[config.mk]
export PLATFORM = sky130hd
export DESIGN_NAME = typed_ndata_type_splitter
export DESIGN_NICKNAME = d
export VERILOG_FILES = /design/src/rtl/typed_ndata_type_splitter.sv
export SDC_FILE = /design/constraint.sdc
export NUM_CORES = 1
export LEC_CHECK = 0
export CORE_AREA = 2 2 458 460
export DETAILED_ROUTE_END_ITERATION = 6
export DIE_AREA = 0 0 460 462
export SLEW_MARGIN = 20
export SYNTH_ARGS = -nofsm -noshare
export SYNTH_HDL_FRONTEND = slang
export SYNTH_SLANG_ARGS = --single-unit
[constraint.sdc]
create_clock -name clk -period 69.9 [get_ports clk]
set_input_delay 13.98 -clock clk [delete_from_list [all_inputs] [get_ports clk]]
set_output_delay 13.98 -clock clk [all_outputs]
set_load 0.02 [all_outputs]
[src/rtl/typed_ndata_type_splitter.sv]
// Splits a typed_ndata stream into a plain ndata stream and a one-token-per-packet type stream.
// Data goes through a 2-entry skid buffer; the type token uses a single output register.
module typed_ndata_type_splitter #(
  parameter int unsigned DATABEAT_SIZE = 64,
  parameter int unsigned TYPE_W        = 8
) (
  input  logic                       clk,
  input  logic                       rst,
  input  logic [DATABEAT_SIZE*8-1:0] in_data_i,
  input  logic [DATABEAT_SIZE-1:0]   in_keep_i,
  input  logic                       in_last_i,
  input  logic [TYPE_W-1:0]          in_typ_i,
  input  logic                       in_valid_i,
  output logic                       in_ready_o,
  output logic [DATABEAT_SIZE*8-1:0] out_data_o,
  output logic [DATABEAT_SIZE-1:0]   out_keep_o,
  output logic                       out_last_o,
  output logic                       out_valid_o,
  input  logic                       out_ready_i,
  output logic [TYPE_W-1:0]          out_type_data_o,
  output logic                       out_type_valid_o,
  input  logic                       out_type_ready_i,
  output logic                       err_type_mismatch_o
);

  localparam int unsigned DATA_W = DATABEAT_SIZE * 8;

  typedef enum logic {S_IDLE, S_BODY} state_e;

  state_e                   state_q, state_d;
  logic [TYPE_W-1:0]        pkt_typ_q, pkt_typ_d;
  logic                     err_q, err_d;

  logic                     out_valid_q, out_valid_d;
  logic [DATA_W-1:0]        out_data_q, out_data_d;
  logic [DATABEAT_SIZE-1:0] out_keep_q, out_keep_d;
  logic                     out_last_q, out_last_d;

  logic                     skid_valid_q, skid_valid_d;
  logic [DATA_W-1:0]        skid_data_q, skid_data_d;
  logic [DATABEAT_SIZE-1:0] skid_keep_q, skid_keep_d;
  logic                     skid_last_q, skid_last_d;

  logic                     type_valid_q, type_valid_d;
  logic [TYPE_W-1:0]        type_data_q, type_data_d;

  logic in_fire;
  logic first_beat;

  // A first beat additionally waits for the previous type token to drain.
  assign first_beat = (state_q == S_IDLE);
  assign in_ready_o = !skid_valid_q && (!first_beat || !type_valid_q || out_type_ready_i);
  assign in_fire    = in_valid_i && in_ready_o;

  always_comb begin
    state_d      = state_q;
    pkt_typ_d    = pkt_typ_q;
    err_d        = err_q;
    out_valid_d  = out_valid_q;
    out_data_d   = out_data_q;
    out_keep_d   = out_keep_q;
    out_last_d   = out_last_q;
    skid_valid_d = skid_valid_q;
    skid_data_d  = skid_data_q;
    skid_keep_d  = skid_keep_q;
    skid_last_d  = skid_last_q;
    type_valid_d = type_valid_q;
    type_data_d  = type_data_q;

    // Output register refills from skid first, then from the input.
    if (!out_valid_q || out_ready_i) begin
      if (skid_valid_q) begin
        out_valid_d  = 1'b1;
        out_data_d   = skid_data_q;
        out_keep_d   = skid_keep_q;
        out_last_d   = skid_last_q;
        skid_valid_d = 1'b0;
      end else if (in_fire) begin
        out_valid_d = 1'b1;
        out_data_d  = in_data_i;
        out_keep_d  = in_keep_i;
        out_last_d  = in_last_i;
      end else begin
        out_valid_d = 1'b0;
      end
    end else if (in_fire) begin
      skid_valid_d = 1'b1;
      skid_data_d  = in_data_i;
      skid_keep_d  = in_keep_i;
      skid_last_d  = in_last_i;
    end

    if (type_valid_q && out_type_ready_i) begin
      type_valid_d = 1'b0;
    end
    if (in_fire && first_beat) begin
      type_valid_d = 1'b1;
      type_data_d  = in_typ_i;
    end

    case (state_q)
      S_IDLE: begin
        if (in_fire && !in_last_i) begin
          state_d   = S_BODY;
          pkt_typ_d = in_typ_i;
        end
      end
      S_BODY: begin
        if (in_fire) begin
          if (in_typ_i != pkt_typ_q) begin
            err_d = 1'b1;
          end
          if (in_last_i) begin
            state_d = S_IDLE;
          end
        end
      end
      default: state_d = S_IDLE;
    endcase
  end

  always_ff @(posedge clk) begin
    if (rst) begin
      state_q      <= S_IDLE;
      err_q        <= 1'b0;
      out_valid_q  <= 1'b0;
      skid_valid_q <= 1'b0;
      type_valid_q <= 1'b0;
    end else begin
      state_q      <= state_d;
      err_q        <= err_d;
      out_valid_q  <= out_valid_d;
      skid_valid_q <= skid_valid_d;
      type_valid_q <= type_valid_d;
    end
  end

  // Payload registers need no reset; their valid flags qualify them.
  always_ff @(posedge clk) begin
    pkt_typ_q   <= pkt_typ_d;
    out_data_q  <= out_data_d;
    out_keep_q  <= out_keep_d;
    out_last_q  <= out_last_d;
    skid_data_q <= skid_data_d;
    skid_keep_q <= skid_keep_d;
    skid_last_q <= skid_last_d;
    type_data_q <= type_data_d;
  end

  assign out_data_o          = out_data_q;
  assign out_keep_o          = out_keep_q;
  assign out_last_o          = out_last_q;
  assign out_valid_o         = out_valid_q;
  assign out_type_data_o     = type_data_q;
  assign out_type_valid_o    = type_valid_q;
  assign err_type_mismatch_o = err_q;

endmodule

==> results of run 1 <==
-- how the worst max path moves through the flow --
| stage | startpoint | to | slack (ps) |
|---|---|---|---|
| finish | out_type_ready_i | in_ready_o | 39900 |
| CTS | out_type_ready_i | in_ready_o | 39780 |
| global placement | out_type_ready_i | in_ready_o | 39630 |
| global route | out_type_ready_i | in_ready_o | 39820 |
| floorplan | out_type_ready_i | skid_data_q[0]$_DFFE_PP_ | 14660 |
| detailed placement | out_type_ready_i | in_ready_o | 39780 |
-- cells by family (layout without fill, tap and decap cells) --
family | Yosys count | in the layout | synth area share, %
AOI/OAI and AO/OA | 7 | 7 | 0.0983
xor gates and xnor gates | 8 | 8 | 0.162
buffers and inverters | 66 | 1463 | 1.29
DFF | 1175 | 1175 | 81.5
muxes | 577 | 577 | 16.8
other | 0 | 25 | 0
and+or+nand+nor | 16 | 16 | 0.237
-- per-layer routing --
layer / track usage (%) / vias up / part of all wire (%)
met5: 0 / - / 0.14
met4: 6.39 / 36 / 3.4
met3: 7.94 / 247 / 13
met2: 21.7 / 1151 / 46
met1: 16.0 / 11600 / 38
li1: - / 10100 / -
-- power by group through the flow --
stage / registers (W) / clock network (W) / logic [W]
after floorplan: 0.000912 / 0 / 0.0000389
after global placement: 0.000846 / 0 / 0.000187
after detailed placement: 0.000846 / 0 / 0.000188
after CTS: 0.000832 / 0.000781 / 0.000189
after global routing: 0.000834 / 0.000804 / 0.000196
final: 0.000831 / 0.000753 / 0.000185
-- metrics by stage --
| stage | setup WS (ps) | utilization, % | area, µm² |
|---|---|---|---|
| after floorplan | 14660 | - | 43300 |
| after global placement | 39630 | 27.9 | 58100 |
| after detailed placement | 39780 | 27.9 | 58100 |
| after CTS | 39780 | 30.2 | 62900 |
| after global routing | 39820 | 30.3 | 63000 |
| final | 39900 | 30.3 | 63000 |
-- critical path: cells and delay by family --
kind,cells,cell delay (ps)
AND/OR/NAND/NOR,3,830
buffers and inverters,2,1180
-- sequential cells by signal, indices dropped and copies added, names as in the netlist, 8 cells and up, named ones only --
register,flops
skid_data_q,512
out_data_o,512
pkt_typ_q,8
out_keep_o,64
skid_keep_q,64
out_type_data_o,8
-- cell usage in the layout, fill, tap and decap left out, types with 3 or more instances in the layout --
master,Yosys,routed
dfxtp_1,5,4
edfxtp_1,1170,1170
clkinv_16,0,5
xnor2_1,8,8
clkbuf_16,0,144
clkdlybuf4s50_1,0,1178
bufinv_16,0,15
clkinv_4,0,4
nor2_1,4,4
buf_4,31,24
inv_6,0,6
inv_16,0,3
clkinv_1,0,29
clkbuf_1,0,21
mux2_2,377,377
mux2_4,200,200
diode_2,0,25
clkinv_2,0,18
clkinvlp_4,0,8
-- area by class of cell --
| class | instances | area share, % |
|---|---|---|
| Antenna cell | 25 | 0.0993 |
| Inverter | 1 | 0.00596 |
| Clock buffer | 167 | 5.89 |
| Timing Repair Buffer | 1205 | 19.1 |
| Clock inverter | 90 | 1.65 |
| Sequential cell | 1175 | 56.0 |
| Tap cell | 2720 | 5.40 |
| Multi-Input combinational cell | 608 | 11.9 |
==> impl_results.md, run 1 <==
- Status: complete, no violations
- Hpwl dp: 118 mm
- Post-Syn Area per Cell: between 20 and 25 µm²
- Maximum clock path buffer count: 3
- DP Cell Count: 5708
- Fmax: 33.3 MHz
- Post-synth top cells: 1170 x edfxtp_1, 377 x mux2_2, 200 x mux2_4
- Die area: 0.213 mm²
- Worst-Margin Slew: 1150 ps
- Footprint of the multi-input gates: 0.00748 mm²
- Share of layout cells above drive strength 1: 25.1%
- Relative slew slack: a little under a quarter
- Netlist Area Pre-Place: 0.0433 mm²
- Core Box Area: 0.208 mm²
- CTS clock-pin slew for the worst setup and hold paths: about 60 ps
- Die Width: 460 µm
- YS warnings: 0
- Clk_lat worst skew: 780 ps
- Max-Cap Viols: 0
- Largest net degree at the start of global routing: between 100 and 150
- Power consumption: 0.00177 W
- CP endpoint kind: primary output
- Post-synthesis sequential area ratio: 81.5%
- Crit path required time: 55920 ps
- RSZ-0062 raised after global routing: no
- Most instantiated library cell after synthesis: edfxtp_1
- R2R Path Start: skid_valid_q$_SDFFE_PP0N_
- Final Cycle Share: 42.9%
- Pwr/cell area: 28.1 mW/mm²
- Hold Crit Class: flop to flop
- Worst Hold Depth: 2
- Clock Power Share: between 40 and 50%
- CP Data Arrival Time: 16020 ps
- Area delta synth->final: 45.6%
- Primary flip-flop cell chosen by synthesis mapping: edfxtp_1
- Vias in the first global route: 23800
- R2r worst-path depth: 5
- Post-CTS Setup Bufs: 0
- CTS H-tree depth: 4
- Final Hold Viols: 0
- Chip height: about 460 µm
- Overall global routing resource usage: 14.1%
- Combinational Power Share: 10.5%
- First-pass GRT wire length: 205 mm
- FF+latch area: 0.0352 mm²
- Syn nets: 2439
- Root Driver: clkbuf_16
- Post-synth ARST share: 0%
- Initial DRC Count: approximately 1700
- Cells along the critical path: clkdlybuf4s50_1, nand2b_1, nor2_1, nor2_1, clkdlybuf4s50_1
- CTS Sinks: approximately 1200
- Pleak: 20.8 nW
- Nets: 3723
- Drt drc: 0
- Post-synth EDFFs: 1170
- Fin Setup TNS: 0 ps
- Routed wire length: between 150 and 200 mm
- Grt ovf: 0
- Sw Pwr: roughly 0.00042 W
- CTS tree: yes
- Drt first pass iters: 5
- I/O Buffers: 1178
- Via count: 23100
- Hold EP: err_type_mismatch_o$_SDFFE_PP0P_
- FF-to-FF setup slack: about 66000 ps
- Row count: 168
- Fill count: 20400
- CTS Buf Count: about 140
- Final setup fails: 0
- IO Count: 1179
- VDD IR-drop max: 23.7 µV
- Hold slack: 478 ps
- Largest fanout on the critical path: 5
- Routed Antenna Nets: 0
- Min Tclk post-route: 30000 ps
- Yosys top cell area share: between 80% and 90%
- Startpoint types: primary input
- Syn Inst Count: approximately 1800
- Starting Density: between 20% and 30%
- Switching part of the total power: between 20% and 30%
- Synth unique cells: 22
- Fin. max-slew vios: 0
- Crit path kind: primary input to primary output
- Vias per inst: 3.85
- Largest stage delay on the critical path: ~600 ps
- Final Non-Filler Cells: roughly 6000
- Sequential share of power: between 40% and 50%
- HP Start: err_type_mismatch_o$_SDFFE_PP0P_
- Area contributors post-synth: edfxtp_1 81%, mux2_2 9.8%, mux2_4 6.9%
- Post-cts gate resize count: 0
- #FFs+latches synth: 1175
- Cell taking the most area after synthesis: edfxtp_1
- Wire length per cell: 26.1 µm
- Worst Skew: 36.4 ps
- Initial antenna violation count: 65
- Crit path max-delay cell type: clkdlybuf4s50_1
- Gp weighted congestion: around 0.86
- Internal: 0.00135 W
- Reg2reg end: out_data_o[46]$_DFFE_PP_
- Hold_buf cts: 0
Note: power is estimated with default switching activity, not from simulation.
==> run 2: changes to the inputs <==
==> constraint.sdc (replaced) <==
create_clock -name clk -period 29.6 [get_ports clk]
set_input_delay 5.92 -clock clk [delete_from_list [all_inputs] [get_ports clk]]
set_output_delay 5.92 -clock clk [all_outputs]
set_load 0.02 [all_outputs]
==> run 2 against run 1 <==
Compared with the run above:
- clock-buffer cell count decreased by 9
- cell count decreased by 0.27%
- total power rose by 130%
- highest routed layer unchanged
==> impl_results.md, run 2 (synthesized netlist as in run 1, its figures left out) <==
- CP Data Arrival Time: 8000 ps (-8020 ps)
- CP endpoint kind: primary output
- Met1 WL: 57.4 mm (-2.6%)
- Largest fanout on the critical path: 5 (unchanged)
- Fin. max-slew vios: 0 (unchanged)
- Core Box Area: 0.208 mm² (unchanged)
- Drt drc: 0 (unchanged)
- Wire length per cell: 25.4 µm (-3.0%)
- Final Non-Filler Cells: 5975 (-0.27%)
- CTS tree: yes
- Crit path required time: 23680 ps (-32240 ps)
- Area delta synth->final: 44.9%
- Status: complete, no violations
- Nets: 3719 (-0.11%)
- Final setup fails: 0 (unchanged)
- Pwr/cell area: 65.1 mW/mm² (+130%)
- Met3 WL: 21.2 mm (+4.5%)
- Worst Skew: 17.9 ps (-18.5 ps)
- Starting Density: 20.8% (unchanged)
- CTS clock-pin slew for the worst setup and hold paths: 60 ps (about the same)
- Hpwl dp: 115 mm (-2.3%)
- Vias per inst: 3.86 (+0.18%)
- Initial DRC Count: 1745 (+2.5%)
- Root Driver: clkbuf_16
- Worst Hold Depth: 2 (unchanged)
- I/O Buffers: 1178 (unchanged)
- Clk_lat worst skew: 790 ps (about the same)
- Share of layout cells above drive strength 1: 25.0% (-0.19 points)
- Commonest cells after routing, fill and taps aside: 1178 x clkdlybuf4s50_1, 1170 x edfxtp_1, 377 x mux2_2
- Final Hold Viols: 0 (unchanged)
- Hold_buf cts: 0 (unchanged)
- Via count: 23000 (-0.091%)
- Max-Cap Viols: 0 (unchanged)
- Die Width: 460 µm (unchanged)
- FF-to-FF setup slack: 24160 ps (-41600 ps)
- Final Cycle Share: 47.0%
- Reg2reg end: skid_data_q[276]$_DFFE_PP_
- Relative slew slack: 29.4% (+6.4 points)
- Worst-Margin Slew: 1060 ps (-95.9 ps)
- Routed Antenna Nets: 0 (unchanged)
- Fin Setup TNS: 0 ps (unchanged)
- R2r worst-path depth: 7 (+2)
- Row count: 168 (unchanged)
- Overall global routing resource usage: 13.7% (-0.48 points)
- Routed wire length: 151 mm (-3.2%)
- Min Tclk post-route: 13920 ps
- Maximum clock path buffer count: 3 (unchanged)
- Top sig layer: met5
- CTS Buf Count: 136 (-4.2%)
- Commonest non-fill, non-tap cell in the layout: clkdlybuf4s50_1
- Chip height: 462 µm (unchanged)
- Hold Crit Class: flop to flop
- Pleak: 20.7 nW (-0.63%)
- Grt ovf: 0 (unchanged)
- Crit path kind: primary input to primary output
- Largest net degree at the start of global routing: 125 (-6.0%)
- RSZ-0062 raised after global routing: no
- VDD IR-drop max: 53.6 µV (+130%)
- CTS Sinks: 1175 (unchanged)
- First-pass GRT wire length: 199 mm (-3.0%)
- Drt first pass iters: 5 (unchanged)
- Gp weighted congestion: 0.913 (+6.2%)
- Post-CTS Setup Bufs: 0 (unchanged)
- Die area: 0.213 mm² (unchanged)
- Hold EP: err_type_mismatch_o$_SDFFE_PP0P_
- Initial antenna violation count: 116 (+78%)
- Startpoint types: primary input
- HP Start: err_type_mismatch_o$_SDFFE_PP0P_
- Vias in the first global route: 23700 (-0.65%)
- Post-cts gate resize count: 0 (unchanged)
- R2R Path Start: skid_valid_q$_SDFFE_PP0N_
- IO Count: 1179 (unchanged)
- Met2 WL post-DR: 67.4 mm (-6.0%)
- Fill count: 20400 (+0.21%)
- DP Cell Count: 5711 (+0.053%)
- Fmax: 71.9 MHz
- CTS H-tree depth: 4 (unchanged)
==> run 2: area by class of cell <==
class / count / area, µm² / share of cell area (%)
timing repair buffer: 1207 / 12000 / 19.2
sequential: 1175 / 35200 / 56.2
inverter: 1 / 3.75 / 0.00599
multi-input combinational: 608 / 7480 / 11.9
clock inverter: 81 / 891 / 1.42
clock buffer: 158 / 3550 / 5.66
tap: 2720 / 3400 / 5.43
antenna: 25 / 62.6 / 0.0998
==> run 2: worst max path at each step <==
stage,startpoint,endpoint,slack [ps],cells past startpoint
2_1_floorplan,out_ready_i,skid_data_q[0]$_DFFE_PP_,270,2
3_3_place_gp,out_type_ready_i,in_ready_o,15610,5
3_5_place_dp,out_type_ready_i,in_ready_o,15680,5
4_1_cts,out_type_ready_i,in_ready_o,15660,5
5_1_grt,out_type_ready_i,in_ready_o,15660,5
6_report,out_type_ready_i,in_ready_o,15680,5
==> run 2: per-stage QoR <==
stage / total power, W / cell area, µm² / hold WS [ps] / setup slack (ps) / utilization [%]
after global placement: 0.00243 / 58200 / 493 / 15610 / 27.9
after global routing: 0.00423 / 62600 / 536 / 15660 / 30.1
after floorplan: 0.00220 / 43300 / 523 / 268 / -
after CTS: 0.00415 / 62600 / 499 / 15660 / 30.1
final: 0.00408 / 62700 / 492 / 15680 / 30.1
after detailed placement: 0.00243 / 58200 / 495 / 15680 / 27.9
==> run 2: metal layers <==
layer  up-vias  track usage (%)
met3       329             8.73
li1      10100                -
met2      1172             20.5
met1     11400             15.3
met5         -                0
met4       100             5.70
==> run 2: worst max-delay path: stages <==
cell and delay, ps:
clkdlybuf4s50_1 500, nand2b_1 200, nor2_1 120, nor2_1 500
clkdlybuf4s50_1 740
==> run 2: power by group <==
part | total, W | switching, W | internal [W] | leakage (nW)
sequential | 0.00196 | 0.0000290 | 0.00193 | 11.0
combinational | 0.000429 | 0.000216 | 0.000213 | 7.55
clock | 0.00169 | 0.000728 | 0.000958 | 2.15
==> run 3: changes to the inputs <==
--- a/config.mk
+++ b/config.mk
@@ -5,9 +5,9 @@
 export SDC_FILE = /design/constraint.sdc
 export NUM_CORES = 1
 export LEC_CHECK = 0
-export CORE_AREA = 2 2 458 460
+export CORE_AREA = 2 2 464 466
 export DETAILED_ROUTE_END_ITERATION = 6
-export DIE_AREA = 0 0 460 462
+export DIE_AREA = 0 0 466 468
 export SLEW_MARGIN = 20
 export SYNTH_ARGS = -nofsm -noshare
 export SYNTH_HDL_FRONTEND = slang
==> constraint.sdc (replaced) <==
create_clock -name clk -period 12.4 [get_ports clk]
set_input_delay 2.48 -clock clk [delete_from_list [all_inputs] [get_ports clk]]
set_output_delay 2.48 -clock clk [all_outputs]
set_load 0.02 [all_outputs]
==> run 3 against run 2 <==
Compared with the run above:
- sequential power is 140% higher
- flip-flop and latch count unchanged
- clock power increased by 130%
==> impl_results.md, run 3 (synthesized netlist as in run 1, its figures left out) <==
- Post-cts gate resize count: 0 (unchanged)
- Post-CTS Setup Bufs: 0 (unchanged)
- Die Width: 466 µm (+1.3%)
- HP Start: err_type_mismatch_o$_SDFFE_PP0P_
- I/O Buffers: 1178 (unchanged)
- Initial DRC Count: 1507 (-14%)
- Relative slew slack: 15.6% (-14 points)
- Crit path launch: out_type_ready_i
- Hold slack: 470 ps (-22.3 ps)
- Core Box Area: 0.213 mm² (+2.5%)
- Fin Setup TNS: 0 ps (unchanged)
- Pleak: 20.6 nW (-0.41%)
- R2r worst-path depth: 4 (-3)
- Nets: 3711 (-0.22%)
- Drt drc: 0 (unchanged)
- Max-Cap Viols: 0 (unchanged)
- Root Driver: clkbuf_16
- Core Util, Final: 29.4% (-0.72 points)
- CTS clock-pin slew for the worst setup and hold paths: 60 ps (about the same)
- R2R Path Start: skid_valid_q$_SDFFE_PP0N_
- Fmax: 144 MHz
- Hold Crit Class: flop to flop
- Min Tclk post-route: between 6000 and 7000 ps
- Gp weighted congestion: 0.891 (-2.5%)
- Worst Skew: 29.1 ps (+11.2 ps)
- Routed wire length: 147 mm (-2.7%)
- Row count: 170 (+1.2%)
- Fin. max-slew vios: 0 (unchanged)
- Drt first pass iters: 5 (unchanged)
- Via count: 23000 (-0.28%)
- Status: complete, no violations
- CTS Sinks: 1175 (unchanged)
- Largest net degree at the start of global routing: 161 (+29%)
- Area delta synth->final: 45.0% (about the same)
- Largest fanout on the critical path: 5 (unchanged)
- CTS Buf Count: 136 (unchanged)
- Hold_buf cts: 0 (unchanged)
- Overall global routing resource usage: 13.0% (-0.70 points)
- Share of layout cells above drive strength 1: 24.6% (-0.36 points)
- Maximum clock path buffer count: 3 (unchanged)
- Final setup fails: 0 (unchanged)
- Final Cycle Share: 55.9%
- Grt ovf: 0 (unchanged)
- VDD IR-drop max: 128 µV (+140%)
- Vias per inst: 3.78 (-2.0%)
- Crit path kind: primary input to primary output
- Clk_lat worst skew: 770 ps (-20 ps)
- RSZ-0062 raised after global routing: no
- Routed Antenna Nets: 0 (unchanged)
- Vias in the first global route: 23800 (+0.63%)
- IO Count: 1179 (unchanged)
- CTS tree: yes
- Final Hold Viols: 0 (unchanged)
- Chip height: 468 µm (+1.3%)
- Commonest non-fill, non-tap cell in the layout: clkdlybuf4s50_1
- Hpwl dp: 109 mm (-5.0%)
- FF-to-FF setup slack: 8400 ps (-15760 ps)
- First-pass GRT wire length: 197 mm (-0.81%)
- Commonest cells after routing, fill and taps aside: 1178 x clkdlybuf4s50_1, 1170 x edfxtp_1, 377 x mux2_2
- Initial antenna violation count: 76 (-34%)
- CP endpoint: in_ready_o
- Worst-Margin Slew: 1270 ps (+207 ps)
- Wire length per cell: 24.2 µm (-4.4%)
- Starting Density: 20.3% (-0.51 points)
- Startpoint types: primary input
- Crit path required time: 9920 ps (-13760 ps)
- CP Data Arrival Time: 4450 ps (-3550 ps)
- CTS H-tree depth: 4 (unchanged)
- Pwr/cell area: 153 mW/mm² (+140%)
- Die area: 0.218 mm² (+2.6%)
- CP endpoint kind: primary output
- Reg2reg end: out_data_o[506]$_DFFE_PP_
-- run 3: changes by cell type in the layout (fill, tap and decap cells not counted), moves of 2 or more --
cell,change
buf_4,-15
clkbuf_1,+9
diode_2,-8
buf_12,+6
bufinv_16,-5
clkbuf_8,-4
clkinv_1,+2
clkinv_2,-2
clkinv_8,+2
clkinvlp_4,+2
nand2b_1,-2
nand2b_4,+2
-- run 3: stage by stage --
stage	std cells	total power, W	area [µm²]	worst slack (ps)
floorplan	1849	0.00521	43300	-4340
global placement	5820	0.00580	58300	5240
detailed placement	5820	0.00580	58300	5310
CTS	6062	0.00978	62600	5290
global route	6069	0.00996	62700	5370
finish	6080	0.00961	62700	5470
-- run 3: routing by layer --
layer  GRT usage (%)  vias to the layer above  share of wire [%]
met5               0                        -               0.22
met1            15.4                    11500                 39
met4            3.96                       50                2.2
met2            19.9                     1106                 45
met3            7.18                      267                 13
li1                -                    10000                  -
-- run 3: how the worst min path moves through the flow --
stage / to / cells past startpoint
global placement: err_type_mismatch_o$_SDFFE_PP0P_ / 2
global route: err_type_mismatch_o$_SDFFE_PP0P_ / 2
floorplan: out_data_o[0]$_DFFE_PP_ / 1
CTS: err_type_mismatch_o$_SDFFE_PP0P_ / 2
detailed placement: err_type_mismatch_o$_SDFFE_PP0P_ / 2
finish: err_type_mismatch_o$_SDFFE_PP0P_ / 2
-- run 3: cell type report --
| cell class | count | area [µm²] |
|---|---|---|
| multi-input cells | 608 | 7500 |
| repair buffers | 1199 | 12100 |
| clock buffers | 164 | 3550 |
| clock inverters | 78 | 747 |
| inverters | 1 | 3.75 |
| fillers | 21000 | 151000 |
| well taps | 2838 | 3550 |
| diodes | 17 | 42.5 |
| flip-flops and latches | 1175 | 35200 |
-- run 3: worst max-delay path, cell delays in order --
cell and delay (ps):
clkdlybuf4s50_1 580, nand2b_4 200, nor2_2 70, nor2_1 400, clkdlybuf4s50_1 710
-- run 3: power breakdown --
group	internal, W	switching (W)
Sequential	0.00462	0.0000647
Combinational	0.000512	0.000519
Clock	0.00218	0.00172
Total	0.00731	0.00231
